--- src/rtl/xmove_pkg.sv ---
// ---------------------------------------------------------------------------
// xmove_pkg
// Shared types and constants for the automatic X-player (x_move_driver) and
// its scan start generator (cell_scan_lfsr).
//   xmove_state_t : driver FSM states
//   cell_idx_t    : 4-bit board cell index (0..8)
//   NUM_CELLS     : cells on the board
//   MAX_X_MOVES   : most moves X can make in one game
// ---------------------------------------------------------------------------
package xmove_pkg;

  localparam int NUM_CELLS   = 9;
  localparam int MAX_X_MOVES = 5;

  typedef logic [3:0] cell_idx_t;

  typedef enum logic [2:0] {
    S_IDLE  = 3'd0,
    S_PICK  = 3'd1,
    S_ISSUE = 3'd2,
    S_WAIT  = 3'd3,
    S_DONE  = 3'd4,
    S_ERROR = 3'd5
  } xmove_state_t;

  // One-hot board mask for a cell index.
  function automatic logic [NUM_CELLS-1:0] cell_onehot(input cell_idx_t c);
    logic [NUM_CELLS-1:0] v;
    v    = '0;
    v[c] = 1'b1;
    return v;
  endfunction

  // Scan order successor, wrapping the last cell back to cell 0.
  function automatic cell_idx_t next_cell(input cell_idx_t c);
    cell_idx_t n;
    if (c == cell_idx_t'(NUM_CELLS - 1)) n = '0;
    else                                  n = c + cell_idx_t'(1);
    return n;
  endfunction

endpackage

--- src/rtl/cell_scan_lfsr.sv ---
// ---------------------------------------------------------------------------
// cell_scan_lfsr
// Start-index generator for the X-player's free-cell scan.
// Build option: XMOVE_RANDOM_EN
//   defined   : 4-bit maximal LFSR (x^4 + x^3 + 1), seeded to 4'b0001 on
//               reset, advancing every clock; start_idx = LFSR mod 9.
//   undefined : start_idx is constant 0 (lowest-free-cell policy), no state.
// Ports:
//   clock     in   system clock
//   reset     in   synchronous active-low reset
//   start_idx out  cell index where the next scan begins (0..8)
// ---------------------------------------------------------------------------
module cell_scan_lfsr
  import xmove_pkg::*;
(
  input  logic      clock,
  input  logic      reset,
  output cell_idx_t start_idx
);

`ifdef XMOVE_RANDOM_EN
  logic [3:0] lfsr_reg;

  // Fibonacci form: feedback from taps 4 and 3; never reaches all-zero.
  always_ff @(posedge clock) begin
    if (!reset) lfsr_reg <= 4'b0001;
    else        lfsr_reg <= {lfsr_reg[2:0], lfsr_reg[3] ^ lfsr_reg[2]};
  end

  assign start_idx = cell_idx_t'(lfsr_reg % 4'd9);
`else
  // Deterministic build: nothing clocked here, inputs intentionally idle.
  logic unused_inputs;
  assign unused_inputs = &{1'b0, clock, reset};
  assign start_idx     = '0;
`endif

endmodule

--- src/rtl/x_move_driver.sv ---
// ---------------------------------------------------------------------------
// x_move_driver
// Automatic X player for the tic-tac-toe datapath. Scans the registered
// board for a free cell (one cell per cycle), presents it as a one-hot xin
// with a single-cycle Go strobe, then waits for xin_star to show the move.
// Build option: XMOVE_RANDOM_EN (randomised scan start, see cell_scan_lfsr).
// Parameter:
//   TIMEOUT       WAIT cycles allowed before the move is declared lost (2..255)
// Ports:
//   clock, reset  clock and synchronous active-low reset
//   start         one-cycle request to play a game / leave DONE or ERROR
//   xin_star      registered X board      oin_star  registered O board
//   playing_game  game still running      bad_move  game rejected the move
//   win_game, lose_game, draw_game        accepted but not decoded
//   xin           one-hot move (zero when no move is presented)
//   Go            move strobe, one cycle per move
//   busy          high in PICK/ISSUE/WAIT
//   done, error   high while in DONE / ERROR
//   move_count    moves issued this game (0..5)
// All outputs come straight from flops.
// ---------------------------------------------------------------------------
module x_move_driver
  import xmove_pkg::*;
#(
  parameter int TIMEOUT = 15
)
(
  input  logic       clock,
  input  logic       reset,
  input  logic       start,
  input  logic [8:0] xin_star,
  input  logic [8:0] oin_star,
  input  logic       playing_game,
  input  logic       win_game,
  input  logic       lose_game,
  input  logic       draw_game,
  input  logic       bad_move,
  output logic [8:0] xin,
  output logic       Go,
  output logic       busy,
  output logic       done,
  output logic       error,
  output logic [3:0] move_count
);

  localparam logic [7:0] TIMEOUT_CNT = 8'(TIMEOUT);

  xmove_state_t state_reg, state_next;
  cell_idx_t    scan_idx_reg, scan_idx_next;
  cell_idx_t    scan_cnt_reg, scan_cnt_next;
  cell_idx_t    cell_reg, cell_next;
  logic [7:0]   wait_cnt_reg, wait_cnt_next;
  logic [3:0]   move_count_reg, move_count_next;

  logic [8:0]   xin_reg;
  logic         go_reg, busy_reg, done_reg, error_reg;

  cell_idx_t    start_idx;
  logic [8:0]   occupied;

  // Result flags are visible to the bench only; playing_game alone ends a game.
  logic unused_status;
  assign unused_status = &{1'b0, win_game, lose_game, draw_game};

  assign occupied = xin_star | oin_star;

  cell_scan_lfsr u_scan (
    .clock     (clock),
    .reset     (reset),
    .start_idx (start_idx)
  );

  // Next-state and datapath updates.
  always_comb begin
    state_next      = state_reg;
    scan_idx_next   = scan_idx_reg;
    scan_cnt_next   = scan_cnt_reg;
    cell_next       = cell_reg;
    wait_cnt_next   = wait_cnt_reg;
    move_count_next = move_count_reg;

    case (state_reg)
      S_IDLE: begin
        if (start) begin
          if (playing_game) begin
            state_next      = S_PICK;
            move_count_next = '0;
            scan_idx_next   = start_idx;
            scan_cnt_next   = '0;
          end else begin
            state_next = S_DONE;
          end
        end
      end

      S_PICK: begin
        if (!occupied[scan_idx_reg]) begin
          cell_next  = scan_idx_reg;
          state_next = S_ISSUE;
          // Count lands with the Go cycle so move_count reads the new value
          // alongside the strobe.
          if (move_count_reg != 4'(MAX_X_MOVES))
            move_count_next = move_count_reg + 4'd1;
        end else if (scan_cnt_reg == cell_idx_t'(NUM_CELLS - 1)) begin
          // Ninth occupied cell in a row: board is full.
          state_next = S_DONE;
        end else begin
          scan_idx_next = next_cell(scan_idx_reg);
          scan_cnt_next = scan_cnt_reg + cell_idx_t'(1);
        end
      end

      S_ISSUE: begin
        state_next    = S_WAIT;
        wait_cnt_next = '0;
      end

      S_WAIT: begin
        // wait_cnt_next is the number of WAIT cycles including this one.
        wait_cnt_next = wait_cnt_reg + 8'd1;
        if (bad_move) begin
          state_next = S_ERROR;
        end else if (xin_star[cell_reg]) begin
          if (playing_game) begin
            state_next    = S_PICK;
            scan_idx_next = start_idx;
            scan_cnt_next = '0;
          end else begin
            state_next = S_DONE;
          end
        end else if (wait_cnt_next == TIMEOUT_CNT) begin
          state_next = S_ERROR;
        end
      end

      S_DONE, S_ERROR: begin
        if (start) state_next = S_IDLE;
      end

      default: state_next = S_IDLE;
    endcase
  end

  // State and registered outputs; outputs are decoded from the next state so
  // they line up with the state they describe.
  always_ff @(posedge clock) begin
    if (!reset) begin
      state_reg      <= S_IDLE;
      scan_idx_reg   <= '0;
      scan_cnt_reg   <= '0;
      cell_reg       <= '0;
      wait_cnt_reg   <= '0;
      move_count_reg <= '0;
      xin_reg        <= '0;
      go_reg         <= 1'b0;
      busy_reg       <= 1'b0;
      done_reg       <= 1'b0;
      error_reg      <= 1'b0;
    end else begin
      state_reg      <= state_next;
      scan_idx_reg   <= scan_idx_next;
      scan_cnt_reg   <= scan_cnt_next;
      cell_reg       <= cell_next;
      wait_cnt_reg   <= wait_cnt_next;
      move_count_reg <= move_count_next;
      xin_reg        <= (state_next == S_ISSUE || state_next == S_WAIT)
                        ? cell_onehot(cell_next) : '0;
      go_reg         <= (state_next == S_ISSUE);
      busy_reg       <= (state_next == S_PICK) || (state_next == S_ISSUE) ||
                        (state_next == S_WAIT);
      done_reg       <= (state_next == S_DONE);
      error_reg      <= (state_next == S_ERROR);
    end
  end

  assign xin        = xin_reg;
  assign Go         = go_reg;
  assign busy       = busy_reg;
  assign done       = done_reg;
  assign error      = error_reg;
  assign move_count = move_count_reg;

endmodule

--- config.mk ---
export PLATFORM = sky130hd
export DESIGN_NAME = x_move_driver
export DESIGN_NICKNAME = d
export VERILOG_FILES = /design/src/rtl/xmove_pkg.sv /design/src/rtl/cell_scan_lfsr.sv /design/src/rtl/x_move_driver.sv
export SDC_FILE = /design/constraint.sdc
export NUM_CORES = 1
export LEC_CHECK = 0
export CELL_PAD_IN_SITES_DETAIL_PLACEMENT = 1
export CELL_PAD_IN_SITES_GLOBAL_PLACEMENT = 1
export CORE_UTILIZATION = 35
export DETAILED_ROUTE_END_ITERATION = 6
export PLACE_DENSITY = 0.85
export RECOVER_POWER = 25
export SYNTH_ARGS = -nofsm -noshare
export SYNTH_HDL_FRONTEND = slang
export SYNTH_HIERARCHICAL = 1
export SYNTH_SLANG_ARGS = --single-unit
--- constraint.sdc ---
create_clock -name clock -period 2.8 [get_ports clock]
set_clock_uncertainty 0.1 [all_clocks]
set_input_delay 0.42 -clock clock [delete_from_list [all_inputs] [get_ports clock]]
set_output_delay 0.42 -clock clock [all_outputs]
set_load 0.02 [all_outputs]
==> flow_summary.yaml <==
power_and_ir_drop:
  power.leakage_uw: 0.00116
  total_power_uw: 1410
  vdd_drop_max_v: 0.000169
  power_density_mw_per_mm2: 463
clocking:
  insertion_delay_ns: 0.30
  cts_setup_buffers: 0
  cts_tree: "yes"
  ctsRootBufferMaster: "clkbuf_8"
  clk_path_buf_depth: 2
  cts.hold.buffers_added: 0
  cts_max_level: 2
  clkSinkCount: 40
  ctsResizeCount: 0
  path_clk_slew_ns: 0.08
  cts_buffers: 5
synthesis:
  synthDistinctLibCells: 52
  synth_top_cell_area_share_pct: 33.8
  dominantRegCellSynth: "dfxtp_1"
  ys_top_cells_by_count: "40 x dfxtp_1, 30 x nor2_1, 26 x a21oi_1"
  post-synth-top-count-cell: "dfxtp_1"
  synth-async-reset-ratio_pct: 0
  seq_area_frac_synth_pct: 33.8
  ys_ff_latch: 40
  synth_edf_count: 0
  synth_area_per_cell_sq_um: 7.86
  synth_top_area_cell: "dfxtp_1"
  yosysWarnings: 6
  synth_area_sq_mm: 0.00237
  synth.area.top_cells: "dfxtp_1 34%, a21oi_1 5.5%, nor2_1 4.8%"
  syn-instance-count: 301
critical_path:
  crit_path_start: "xin_star[4]"
  rr_startpoint: "cell_reg[0]$_SDFF_PN0_"
  crit_required_ns: 2.89
  critPathSlowestCell: "a2111oi_0"
  max_stage_delay_ns: 0.57
  crit_arrival_ns: 2.73
  ff2ff_path_depth: 6
  crit_chain: "clkdlybuf4s50_1 > nor2_1 > a2111oi_0 > or4_1 > nand2_1 > or3_1 > o211a_1"
  r2r_end: "scan_cnt_reg[3]$_SDFFE_PN0P_"
  start_kind: "input pin"
  r2r_slack_ns: 0.21
  crit_type: "in -> reg"
  crit_path_end_kind: "flip-flop"
  crit_path_end: "busy$_SDFF_PN0_"
  worstPathMaxFanout: 9
min_path:
  hold_path_class: "reg -> reg"
  min_from: "scan_cnt_reg[3]$_SDFFE_PN0P_"
placed_design:
  placed_cell_area_sq_mm: 0.00294
  port_buffers: 39
  routabilityCongestion: 0.841
  dp_hpwl_mm: 5.06
die:
  rows: 29
  initial_core_util_pct: 36.9
  die_h_um: 84.2
  core-area_sq_mm: 0.00642
  design.portCount: 43
  die-area_sq_mm: 0.00710
  die_w_um: 84.2
global_routing:
  grt_overflow: 0
  grt_first_pass_wirelength_mm: 11.6
  grt_pass1_vias: 2481
  antenna_found_initial: 0
  grt_usage_pct: 20.0
  grt_max_degree: 15
route:
  dr.pass1.iters: 6
  avgViaCountPerCell: 5.57
  route.detailed.drc: 6
  ant_nets: 0
  initialDrtViolationCount: 72
  drt-total-wl_mm: 6.70
  via_count: 2402
  wire_per_inst_um: 15.5
run_status:
  status: "finished, violations left"
  violations: "DRC"
run:
  maxCapViolCount: 0
timing:
  worst_pin_slew_ns: 1.03
  max_freq_mhz: 379
  fin_crit_sh_pct: 94.2
  final_max_slew_viol_count: 0
  relSlewSlack_pct: 31.1
  setup_viol: 0
  final.min_clock_period_ns: 2.64
  rsz0062_at_grt: "false"
  hold_viol: 0
cells_and_area:
  finalInstanceArea_sq_mm: 0.00305
  antenna_cells: 0
  largest_reg_flops: 9
  nFillCells: 785
  drive_above_1_share_pct: 12.1
  area_growth_pct: 28.7
  nNetsFinal: 387
cell type report:
cell class                      count  area [sq um]  area share [%]
Multi-Input combinational cell    222          1380            45.3
Tap cell                           77          96.3            3.16
Timing Repair Buffer               67           593            19.5
Clock buffer                        5          68.8            2.26
Sequential cell                    40           801            26.3
Clock inverter                      3          42.5            1.40
Inverter                           17          63.8            2.09
per-stage QoR:
| step | utilization (%) | worst slack, ns | hold slack, ns | setup TNS (ns) | instances |
|---|---|---|---|---|---|
| floorplan | - | 0.479 | 0.352 | 0 | 304 |
| global placement | 45.8 | -0.0803 | 0.364 | -0.525 | 423 |
| detailed placement | 45.8 | -0.174 | 0.376 | -2.27 | 423 |
| CTS | 47.5 | 0.153 | 0.402 | 0 | 431 |
| global route | 47.4 | 0.0572 | 0.441 | 0 | 431 |
| finish | 47.4 | 0.163 | 0.404 | 0 | 431 |
critical path, delay by kind of cell:
kind            cells  cell delay [ns]
simple gates        4             1.04
compound gates      2             0.79
buf+inv             1             0.48
cells by family (layout without fill, tap and decap cells):
family	count (synthesis)	in the layout	share of synthesized area [%]
simple gates	124	124	26.8
compound gates	74	74	21.6
buf+inv	42	92	8.35
flops	40	40	33.8
fa+ha+maj	8	8	4.23
mux	8	8	3.59
xor+xnor	4	4	1.48
other cells	1	4	0.158
where the power goes:
part | leakage [uW] | switching, uW | total (uW) | internal [uW]
Combinational | 0.000781 | 179 | 319 | 139
Sequential | 0.000324 | 23.0 | 611 | 588
Clock | 0.0000541 | 219 | 483 | 264
Total | 0.00116 | 421 | 1410 | 991
cell usage in the layout, fill, tap and decap left out, drive strengths merged, types with 4 or more instances in the layout:
cell type and n:
a31oi 8, clkbuf 7, nor4 6, nand2 20, nand4 4, buf 26
or3 6, o31ai 5, inv 17, nand2b 6, and3 5, nor3 19
ha 8, conb 4, mux2i 7, a21oi 26, nand3 13, o31a 5
nor2 30, dfxtp 40, dlygate4sd3 7, clkdlybuf4s50 32, o21ai 9
worst min-delay path by stage:
stage / endpoint / slack [ns] / cells after the start
final: scan_cnt_reg[3]$_SDFFE_PN0P_ / 0.40 / 2
after CTS: scan_cnt_reg[3]$_SDFFE_PN0P_ / 0.40 / 2
after global placement: scan_cnt_reg[3]$_SDFFE_PN0P_ / 0.36 / 2
after global routing: scan_cnt_reg[0]$_SDFFE_PN0P_ / 0.44 / 2
after detailed placement: cell_reg[3]$_SDFF_PN0_ / 0.38 / 2
after floorplan: scan_cnt_reg[3]$_SDFFE_PN0P_ / 0.35 / 2
routing by layer:
| layer | up-vias | global-route usage [%] | routed length, um |
|---|---|---|---|
| met3 | 16 | 3.24 | 166 |
| li1 | 1184 | - | - |
| met4 | 0 | 6.58 | 127 |
| met1 | 1163 | 24.1 | 3060 |
| met2 | 39 | 36.3 | 3340 |
| met5 | - | 0 | 0 |
Power figures use the tool's default switching activity.
